$ cat src/rtl/answer_table.sv
// Answer table: slot 0 mirrors the frame counter, slots 1..DEPTH-1 are
// a writable table; supports single-word reads and full-table bursts.
module answer_table #(
   parameter int DATA_W = 8,
   parameter int DEPTH  = 20,
   parameter int ADDR_W = 5,
   parameter int STEP   = 10,
   parameter int CNT_W  = 8
) (
   input  logic              clk80MHz,
   input  logic              rst,
   input  logic              rd_en,
   input  logic [ADDR_W-1:0] addr,
   input  logic              wr_en,
   input  logic [ADDR_W-1:0] wr_addr,
   input  logic [DATA_W-1:0] wr_data,
   input  logic              scan_start,
   output logic [DATA_W-1:0] data,
   output logic              data_valid,
   output logic              data_last,
   output logic              busy,
   output logic              addr_err,
   output logic [CNT_W-1:0]  frame_cnt
);

   typedef enum logic {IDLE, SCAN} state_t;

   localparam logic [ADDR_W:0]   LP_DEPTH = (ADDR_W+1)'(DEPTH);
   localparam logic [ADDR_W-1:0] LP_LAST  = ADDR_W'(DEPTH - 1);

   state_t              r_state;
   logic [ADDR_W-1:0]   r_idx;
   logic [DATA_W-1:0]   r_mem [1:DEPTH-1];

   logic                w_scan;
   logic                w_issue;
   logic [ADDR_W-1:0]   w_sel;
   logic                w_in_rng;
   logic                w_wr_rng;
   logic                w_hit_last;
   logic [DATA_W-1:0]   w_cnt_d;
   logic [CNT_W-1:0]    w_wr_cnt;
   logic [DATA_W-1:0]   w_word;

   // Width adaptation between counter and data words in both directions
   always_comb begin
      w_cnt_d  = '0;
      w_wr_cnt = '0;
      for (int b = 0; b < DATA_W && b < CNT_W; b++) begin
         w_cnt_d[b]  = frame_cnt[b];
         w_wr_cnt[b] = wr_data[b];
      end
   end

   assign w_scan   = (r_state == SCAN);
   assign w_issue  = w_scan ? !data_last : (scan_start | rd_en);
   assign w_sel    = w_scan ? r_idx
                   : (scan_start ? '0 : addr);
   assign w_in_rng = ({1'b0, w_sel} < LP_DEPTH);
   assign w_wr_rng = ({1'b0, wr_addr} < LP_DEPTH);
   assign w_hit_last = w_issue && (w_sel == LP_LAST);

   always_comb begin
      w_word = '0;
      if (w_sel == '0)
         w_word = w_cnt_d;
      else if (w_in_rng)
         w_word = r_mem[w_sel];
   end

   always_ff @(posedge clk80MHz or negedge rst) begin
      if (!rst) begin
         r_state    <= IDLE;
         r_idx      <= '0;
         data       <= '0;
         data_valid <= 1'b0;
         data_last  <= 1'b0;
         busy       <= 1'b0;
         addr_err   <= 1'b0;
         frame_cnt  <= '0;
         for (int i = 1; i < DEPTH; i++)
            r_mem[i] <= DATA_W'(i * STEP);
      end else begin
         data_valid <= w_issue;
         data_last  <= 1'b0;
         addr_err   <= 1'b0;
         if (w_issue)
            data <= w_word;
         case (r_state)
            IDLE: begin
               if (scan_start) begin
                  r_state <= SCAN;
                  busy    <= 1'b1;
                  r_idx   <= ADDR_W'(1);
               end else if (rd_en) begin
                  addr_err <= !w_in_rng;
               end
            end
            SCAN: begin
               // busy holds through the data_last cycle
               if (data_last) begin
                  r_state <= IDLE;
                  busy    <= 1'b0;
               end else begin
                  data_last <= (r_idx == LP_LAST);
                  r_idx     <= r_idx + ADDR_W'(1);
               end
            end
            default: r_state <= IDLE;
         endcase
         if (w_hit_last)
            frame_cnt <= frame_cnt + CNT_W'(1);
         // A counter write overrides the same-edge increment
         if (wr_en) begin
            if (wr_addr == '0)
               frame_cnt <= w_wr_cnt;
            else if (w_wr_rng)
               r_mem[wr_addr] <= wr_data;
         end
      end
   end

endmodule

$ cat config.mk
export PLATFORM = sky130hd
export DESIGN_NAME = answer_table
export DESIGN_NICKNAME = d
export VERILOG_FILES = /design/src/rtl/answer_table.sv
export SDC_FILE = /design/constraint.sdc
export NUM_CORES = 1
export LEC_CHECK = 0
export ABC_AREA = 1
export BUFFER_PORTS_ARGS = -buffer_cell sky130_fd_sc_hd__buf_4
export CAP_MARGIN = 20
export CELL_PAD_IN_SITES_DETAIL_PLACEMENT = 0
export CELL_PAD_IN_SITES_GLOBAL_PLACEMENT = 1
export CORE_UTILIZATION = 25
export DETAILED_ROUTE_END_ITERATION = 7
export PLACE_DENSITY_LB_ADDON = 0.1
export SYNTH_ARGS = -nofsm -noshare
export SYNTH_HDL_FRONTEND = slang
export SYNTH_SLANG_ARGS = --single-unit
$ cat constraint.sdc
create_clock -name clk80MHz -period 2.3 [get_ports clk80MHz]
set_input_delay 0.69 -clock clk80MHz [delete_from_list [all_inputs] [get_ports clk80MHz]]
set_output_delay 0.69 -clock clk80MHz [all_outputs]
set_load 0.05 [all_outputs]
---- Yosys cells after proc, flatten, opt, wreduce, memory -nomap -nowiden ----
Index checks and enable logic that the tools add are counted.
word-level totals
  register bits ........................... 178
  word-level logic and storage cells ...... 81
  output and inout bits ................... 20
operators by class
  reductions and logical operators ........ 9
  mux-type cells .......................... 28
  $add $sub $neg .......................... 2
  $lt $le $gt $ge ......................... 5
  bitwise operators ....................... 5
  eq/ne operators ......................... 5
operator list
  kind                 number
  $bwmux 152           1
  $mux 8               8
  $bmux 8 s5           1
  $demux 8 s5          1
  $mux 5               4
  $ge 6x6->1 const B   2
  $not 5->6            2
  $eq 5x5->1 const B   2
  $logic_not 5->1      2
  $lt 5x5->1 const B   2
  $mux 1               10
  $pmux 5 s2           1
  $add 8x1->8 const B  1
  $lt 6x1->1 const B   1
  $ne 2x2->1 const B   3
  $add 5x1->5 const B  1
  $pmux 1 s2           2
  $reduce_and 2->1     2
  $reduce_and 3->1     1
  $logic_and 1x1->1    2
  $logic_not 1->1      2
  $not 1->1            2
  $or 1x1->1           1

---- Longest topological paths before layout ----
Gate-level depths: netlist of run 1.
  depth in word-level cells ............... 8
  mapped depth ............................ 15
  gate-level depth less buffers ........... 13

---- Worst setup path before layout of run 1 ----
Ideal clock, no wire load.
  kind .................................... input to register
  start point ............................. input wr_addr[3]
  end point ............................... register r_mem[119] (netlist bit)
  cell stages on the path ................. 9
  setup time .............................. 0.133 ns
  setup slack ............................. 0.422 ns
  arrival time ............................ 1.745 ns
  cells stage by stage .................... nor2_1 inv_1 a21oi_1 nand2_2 nor3_4 nand2_1 buf_2 nand2_1 o21ai_0
on the way
  cells in the longest elaborated chain, start to end .. 6
ends and longest elaborated chain
  item                                                                   line  RTL
  start, declared                                                        15    input logic [ADDR_W-1:0] wr_addr,
  $not 5->6 (implied by the code)                                        118   r_mem[wr_addr] <= wr_data;
  $ge 6x6->1 (implied by the code) / $lt 6x1->1 (equally long branches)  118
  $logic_and 1x1->1 (implied by the code)                                118
  $mux 8 (implied by the code)                                           118
  $demux 8 s5                                                            118
  $bwmux 152                                                             118
  end signal, assigned by index                                          82    r_mem[i] <= DATA_W'(i * STEP);
  end signal, assigned by index                                          118
  end, declared                                                          33    logic [DATA_W-1:0] r_mem [1:DEPTH-1];
Several ways; a longest one is shown, not always the timed one.
A chain may end at the register's enable or synchronous reset.

---- Final worst setup path of run 1 ----
  start point ............................. register r_state
  end point ............................... register data[6]
on the way
  cells in the longest elaborated chain, start to end .. 7
ends and longest elaborated chain
  item                                       line  RTL
  start, declared                            31    state_t r_state;
  start signal, assigned                     73    r_state <= IDLE;
  start signal, assigned                     92    r_state <= SCAN;
  start signal, assigned                     102   r_state <= IDLE;
  $mux 5                                     57    assign w_sel = w_scan ? r_idx
  $not 5->6 (implied by the code)            68    w_word = r_mem[w_sel];
  $bmux 8 s5                                 68
  $mux 8 (implied by the code) (2 in a row)  68
  $mux 8                                     67    else if (w_in_rng)
  $mux 8                                     65    if (w_sel == '0)
  end signal, assigned                       88    data <= w_word;
  end, declared                              18    output logic [DATA_W-1:0] data,
Several ways; a longest one is shown, not always the timed one. The select of a mux whose other input is x is not followed.

==> key figures, run 1 <==
Placed design
  • Gpl congestion: 0.795
  • DP Area: 10200 µm²
  • Post-DP HPWL: 21400 µm
  • Post-place setup slack: -97.5 ps
  • Number of buffers added on ports: 42

Power
  • Sequential share of power: 30.6%
  • Static Leak: 4.82 nW
  • Sw power: 0.00611 W
  • Cell Pwr Density: 1310 nW/µm²
  • Internal power: 0.00807 W
  • Clock power share: 21.2%
  • Peak VDD IR: 0.000681 V
  • Switching share of power: 43.1%
  • Comb power frac: 48.1%
  • Total power: 0.0142 W

Critical path
  • Data arrival time of the worst path: 2360 ps
  • Required time of the worst setup path: 2630 ps
  • Worst r2r src: r_state$_DFF_PN0_
  • Critical path class: flip-flop to flip-flop
  • Critical Path Source Type: flip-flop
  • Top delay family on crit path: simple AND/OR/NAND/NOR gates
  • CP Cell Sequence: nor2_8, nand2_1, nand2_1, buf_12, buf_4, nand3_1, nand2_1, nand2_1, nand2_1, inv_1, nand2_1, nand2_1, nand2_1, a21oi_1
  • CP most frequent cell: nand2_1
  • Crit-path slowest cell: dfrtp_2
  • Buf/Inv on CP: 3
  • Max incr delay on CP: 490 ps
  • CP max FO: 20
  • Critical path startpoint: r_state$_DFF_PN0_
  • CP Capture Type: flip-flop

Routing
  • Drt pass-1 iters: 5
  • Via Count: 7544
  • First DRT Iteration DRCs: 506
  • Drt total wl: 31300 µm
  • DRC: 0
  • Wirelength per Cell: 19.0 µm
  • Number of vias per cell: 4.58
  • Post-route antenna net violation count: 0

STA
  • Final setup margin: 270 ps
  • Slew Viols, Final: 0
  • Slew headroom: 68.6%
  • Final hold viol count: 0
  • RSZ-0062 raised after global routing: false
  • Final count of negative-setup-slack endpoints: 0
  • Final min period: 2030 ps
  • Clk_skew: 12.6 ps
  • Fmax: 493 MHz
  • Fin crit share: 88.3%
  • Slew @ Worst Pin: 472 ps

CTS
  • CTS Root Cell: clkbuf_16
  • Clock Tree Buf Depth: 2
  • CTS tree: built
  • Num CTS Buffers: 17
  • Clock sink total: 178
  • H-tree Lvls: 4
  • Clock transition at path regs: 70 ps
  • Worst skew pair latency: 450 ps
  • Hold buffers post-CTS: 0

Logic synthesis
  • #FFs+latches synth: 178
  • Simple-Gate Fraction of Synth Area: 27.3%
  • Sequential fraction of the synthesis area: 51.6%
  • Largest family of logic cells by synthesized area: simple AND/OR/NAND/NOR gates
  • Multiplexer share of the synthesized area: 0%
  • Cell Area, Synth: 8780 µm²
  • Syn Nets: 1123
  • Avg Cell Area, Syn: 8.00 µm²
  • Yosys warnings: 0
  • Compound-Gate Fraction of Synth Area: 13.3%
  • Gate count of the mapped netlist: 1098
  • Post-Synth Adder-Cell Area: 0.285%
  • XOR/XNOR Fraction of Synth Area: 0.598%
  • Unique masters post-synth: 42

Global route
  • Largest net degree at the start of global routing: 44
  • Global route overflow: 0
  • Total GRT Usage: 18.4%
  • Initial antenna violation count: 1
  • First-pass GRT wire length: 48800 µm
  • Vias in the first global route: 7633

Run status
  • Status: complete, no violations

Cells and area
  • Final Cell Area: 10800 µm²
  • Commonest non-fill, non-tap cells in the layout: nand2_1 (348), o21ai_0 (172), nand3_1 (147)
  • Ratio of cells with drive above 1 in the final layout: 21.2%
  • Area grow syn2layout: 22.9%
  • # nets final: 1203
  • Commonest non-fill, non-tap cell in the layout: nand2_1

Flow run
  • Number of max-cap violations: 0

Die
  • Starting Density: 25.4%
  • Core Area: 34500 µm²
  • Die area: 35900 µm²
  • Cell Rows: 68
  • Die width: 189 µm
  • Top-Level Pins: 43
  • Die Span Y: 189 µm

Min path
  • Hold WC Path Type: input pin to asynchronous set/reset pin
per-layer routing:
| metal | share of wire [%] | wire, µm | track usage (%) | vias to the layer above |
|---|---|---|---|---|
| met1 | 48 | 15100 | 25.0 | 3661 |
| met3 | 2.1 | 644 | 2.63 | 22 |
| met2 | 48 | 15000 | 30.1 | 86 |
| li1 | - | - | - | 3775 |
| met4 | 1.8 | 558 | 5.92 | 0 |
| met5 | 0 | 0 | 0 | - |
stage by stage:
step                      hold WS [ps]  setup TNS [ps]  utilization (%)  instances
after global placement             462            -307             29.5       1611
final                              204               0             31.2       1647
after CTS                          198               0             31.2       1643
after floorplan                    394               0                -       1098
after detailed placement           466            -366             29.5       1611
after global routing               209               0             31.2       1646
timing repair:
item,CTS,global route
endpoints found under the setup margin,0,14
gates resized for setup,0,1
setup buffers,0,3
cell usage after synthesis (all sizes together):
library cell,count,area share (%)
nor2,32,1.6
xor2,4,0.40
or2,7,0.50
nand4,5,0.53
a21boi,2,0.21
inv,65,2.8
nand3,148,8.5
a22oi,2,0.23
xnor2,2,0.20
clkbuf,21,0.91
and3,1,0.071
o22ai,2,0.14
dfstp,63,19
ha,2,0.28
a21oi,12,0.73
o211ai,8,0.68
dfrtp,115,33
clkinv,1,0.043
buf,47,3.1
nor3,6,0.47
o21ai,195,11
o21a,1,0.086
nor4,2,0.14
nand2,355,15
power by group through the flow:
stage          registers, W  clock network (W)  logic (W)
3_5_place_dp        0.00440                  0    0.00692
6_report            0.00434            0.00301    0.00683
3_3_place_gp        0.00441                  0    0.00695
5_1_grt             0.00442            0.00323    0.00761
2_1_floorplan       0.00477                  0    0.00363
4_1_cts             0.00435            0.00311    0.00695
final cells by class:
cell class                 count  area [µm²]
timing repair buffer         129        1200
fill                        3799       23700
clock inverter                11         128
clock buffer                  21         460
tap                          455         569
antenna                        1        2.50
inverter                      66         248
multi-input combinational    786        3650
sequential                   178        4530
logic make-up (layout without fill, tap and decap cells):
family          after synthesis  in the layout
flops                       178            178
fa+ha+maj                     2              2
compound gates              222            222
buf+inv                     134            227
xor+xnor                      6              6
other cells                   0              1
simple gates                556            556
path summary, 6_finish.rpt:
check	to	cells after the start	slack (ps)
max	data[6]$_DFFE_PN0P_	14	270
min	r_idx[3]$_DFFE_PN0P_	1	200
max reg2reg	data[6]$_DFFE_PN0P_	14	270
min reg2reg	r_mem[8]$_DFFE_PN0P_	2	480
max in group asynchronous	r_mem[61]$_DFFE_PN1P_	2	1340
min in group clk80MHz	r_mem[8]$_DFFE_PN0P_	2	480
registers in the layout, indices dropped and copies added, names as in the netlist, 5 cells and up:
| name | cells |
|---|---|
| frame_cnt | 8 |
| r_mem | 152 |
| data | 8 |
| r_idx | 5 |
(Power assumes the default switching activity.)
==> run 2: changes to the inputs <==
--- a/config.mk
+++ b/config.mk
@@ -11,6 +11,8 @@
 export CELL_PAD_IN_SITES_DETAIL_PLACEMENT = 0
 export CELL_PAD_IN_SITES_GLOBAL_PLACEMENT = 1
 export CORE_UTILIZATION = 25
+export CTS_BUF_LIST = sky130_fd_sc_hd__clkbuf_16
+export CTS_CLUSTER_SIZE = 12
 export DETAILED_ROUTE_END_ITERATION = 7
 export PLACE_DENSITY_LB_ADDON = 0.1
 export SYNTH_ARGS = -nofsm -noshare
==> run 2 against run 1 <==
Sequential share of layout area rose by 0.078 points. Via count down 0.11%. Global-route usage barely moved. Clock skew about the same. Die area unchanged. Sequential power hardly changed. Combinational power about the same. Total power is 0.55% lower. Hold slack better by 3.3 ps. Flip-flop and latch count stayed put.
==> key figures, run 2 (synthesis gave the netlist of run 1 again) <==
Run status
  • Status: complete, no violations

Critical path
  • Crit-path slowest cell: dfrtp_2
  • CP max FO: 20
  • CP most frequent cell: nand2_1
  • Flop-to-flop setup slack: 270 ps
  • Critical Path Source Type: flip-flop
  • CP Cell Sequence: nor2_8, nand2_1, nand2_1, buf_12, buf_4, nand3_1, nand2_1, nand2_1, nand2_1, inv_1, nand2_1, nand2_1, nand2_1, a21oi_1
  • Top delay family on crit path: simple AND/OR/NAND/NOR gates
  • Data arrival time of the worst path: 2360 ps
  • Buf/Inv on CP: 3
  • R2r endpoint: data[6]$_DFFE_PN0P_
  • Max incr delay on CP: 490 ps
  • Critical path class: flip-flop to flip-flop
  • Worst r2r src: r_state$_DFF_PN0_
  • Required time of the worst setup path: 2620 ps
  • Register-to-Register Path Depth: 14
  • CP Capture Type: flip-flop

Routing
  • Drt pass-1 iters: 5
  • Drt total wl: 31200 µm
  • Via Count: 7536
  • Wirelength per Cell: 19.0 µm
  • Number of vias per cell: 4.58
  • Post-route antenna net violation count: 0
  • DRC: 0
  • First DRT Iteration DRCs: 528

Placed design
  • Gpl congestion: 0.795
  • Post-place setup slack: -97.5 ps
  • DP Area: 10200 µm²
  • Post-DP HPWL: 21400 µm
  • Number of buffers added on ports: 42

Die
  • Die Span Y: 189 µm
  • Die area: 35900 µm²
  • Top-Level Pins: 43
  • Cell Rows: 68
  • Die width: 189 µm
  • Starting Density: 25.4%
  • Core Area: 34500 µm²

Global route
  • Total GRT Usage: 18.4%
  • Initial antenna violation count: 1
  • First-pass GRT wire length: 48800 µm
  • Largest net degree at the start of global routing: 44
  • Vias in the first global route: 7629
  • Global route overflow: 0

STA
  • Slew Viols, Final: 0
  • WHS: 207 ps
  • Final setup margin: 268 ps
  • Clk_skew: 12.6 ps
  • Setup TNS: 0 ps
  • Final count of negative-setup-slack endpoints: 0
  • Final min period: 2030 ps
  • RSZ-0062 raised after global routing: false
  • Final hold viol count: 0
  • Slew @ Worst Pin: 471 ps
  • Slew headroom: 68.6%
  • Fin crit share: 88.4%
  • Fmax: 492 MHz

CTS
  • Hold buffers post-CTS: 0
  • CTS Root Cell: clkbuf_16
  • Num CTS Buffers: 17
  • Clock transition at path regs: 60 ps
  • Clock Tree Buf Depth: 2
  • Clock sink total: 178
  • Worst skew pair latency: 450 ps
  • H-tree Lvls: 4
  • CTS tree: built

Cells and area
  • Final Cell Area: 10800 µm²
  • # nets final: 1203
  • Max reg flops: 152
  • Ratio of cells with drive above 1 in the final layout: 21.1%
  • Final Util: 31.2%
  • Area grow syn2layout: 22.7%
  • Layout fillers: 3802
  • Most flops, register: r_mem
  • Commonest non-fill, non-tap cell in the layout: nand2_1
  • Largest registers: r_mem: 152 flops, data: 8 flops, frame_cnt: 8 flops
  • Commonest non-fill, non-tap cells in the layout: nand2_1 (348), o21ai_0 (172), nand3_1 (147)

Power
  • Peak VDD IR: 0.000680 V
  • Static Leak: 4.82 nW
  • Cell Pwr Density: 1310 nW/µm²

Flow run
  • Number of max-cap violations: 0

Min path
  • Hold WC Path Type: input pin to asynchronous set/reset pin
run 2: changes by cell type in the layout (fill, tap and decap cells not counted), sizes merged:
cell / previous run / this run
clkbuf: 23 / 19
clkinv: 4 / 6
inv: 68 / 70
run 2: power by group:
| part | internal (W) | total [W] | leakage [nW] | switching (W) |
|---|---|---|---|---|
| clock network | 0.00159 | 0.00293 | 0.278 | 0.00134 |
| logic | 0.00252 | 0.00683 | 2.40 | 0.00431 |
| registers | 0.00389 | 0.00434 | 2.14 | 0.000453 |
| total | 0.00799 | 0.0141 | 4.82 | 0.00610 |
run 2: worst max-delay path by stage:
stage	slack (ps)	startpoint	to	cells after the start
CTS	50	r_state$_DFF_PN0_	data[6]$_DFFE_PN0P_	13
floorplan	420	wr_addr[3]	r_mem[119]$_DFFE_PN0P_	9
global placement	-100	scan_start	data[6]$_DFFE_PN0P_	15
detailed placement	-100	scan_start	data[6]$_DFFE_PN0P_	15
finish	270	r_state$_DFF_PN0_	data[6]$_DFFE_PN0P_	14
global route	20	r_state$_DFF_PN0_	data[6]$_DFFE_PN0P_	14
run 2: area by class of cell:
| type | instances | area (µm²) | area share [%] |
|---|---|---|---|
| sequential | 178 | 4530 | 42.1 |
| tap | 455 | 569 | 5.28 |
| inverter | 66 | 248 | 2.30 |
| clock buffer | 17 | 425 | 3.95 |
| antenna | 1 | 2.50 | 0.0232 |
| multi-input combinational | 786 | 3650 | 33.9 |
| timing repair buffer | 129 | 1200 | 11.1 |
| clock inverter | 15 | 143 | 1.32 |
run 2: stage by stage:
step           total power [W]  std cells
6_report                0.0141       1647
5_1_grt                 0.0152       1646
4_1_cts                 0.0143       1643
3_5_place_dp            0.0113       1611
3_3_place_gp            0.0114       1611
2_1_floorplan          0.00839       1098
run 2: what timing repair did:
item / CTS / global route
endpoints found under the setup margin: 0 / 14
gates resized for setup: 0 / 1
buffers inserted: 0 / 3
run 2: per-layer routing:
metal,global-route usage [%],part of all wire [%],vias to the layer above
met5,0,0,-
met4,5.92,1.8,0
met3,2.63,2.0,22
met2,30.0,48,84
met1,25.0,48,3656
li1,-,-,3774
run 2: worst reg2reg max path: stages (launching register included):
cell	delay (ps)
dfrtp_2	490
nor2_8	180
nand2_1	80
nand2_1	110
buf_12	180
buf_4	210
nand3_1	100
nand2_1	90
nand2_1	50
nand2_1	80
inv_1	40
nand2_1	80
nand2_1	60
nand2_1	100
a21oi_1	80
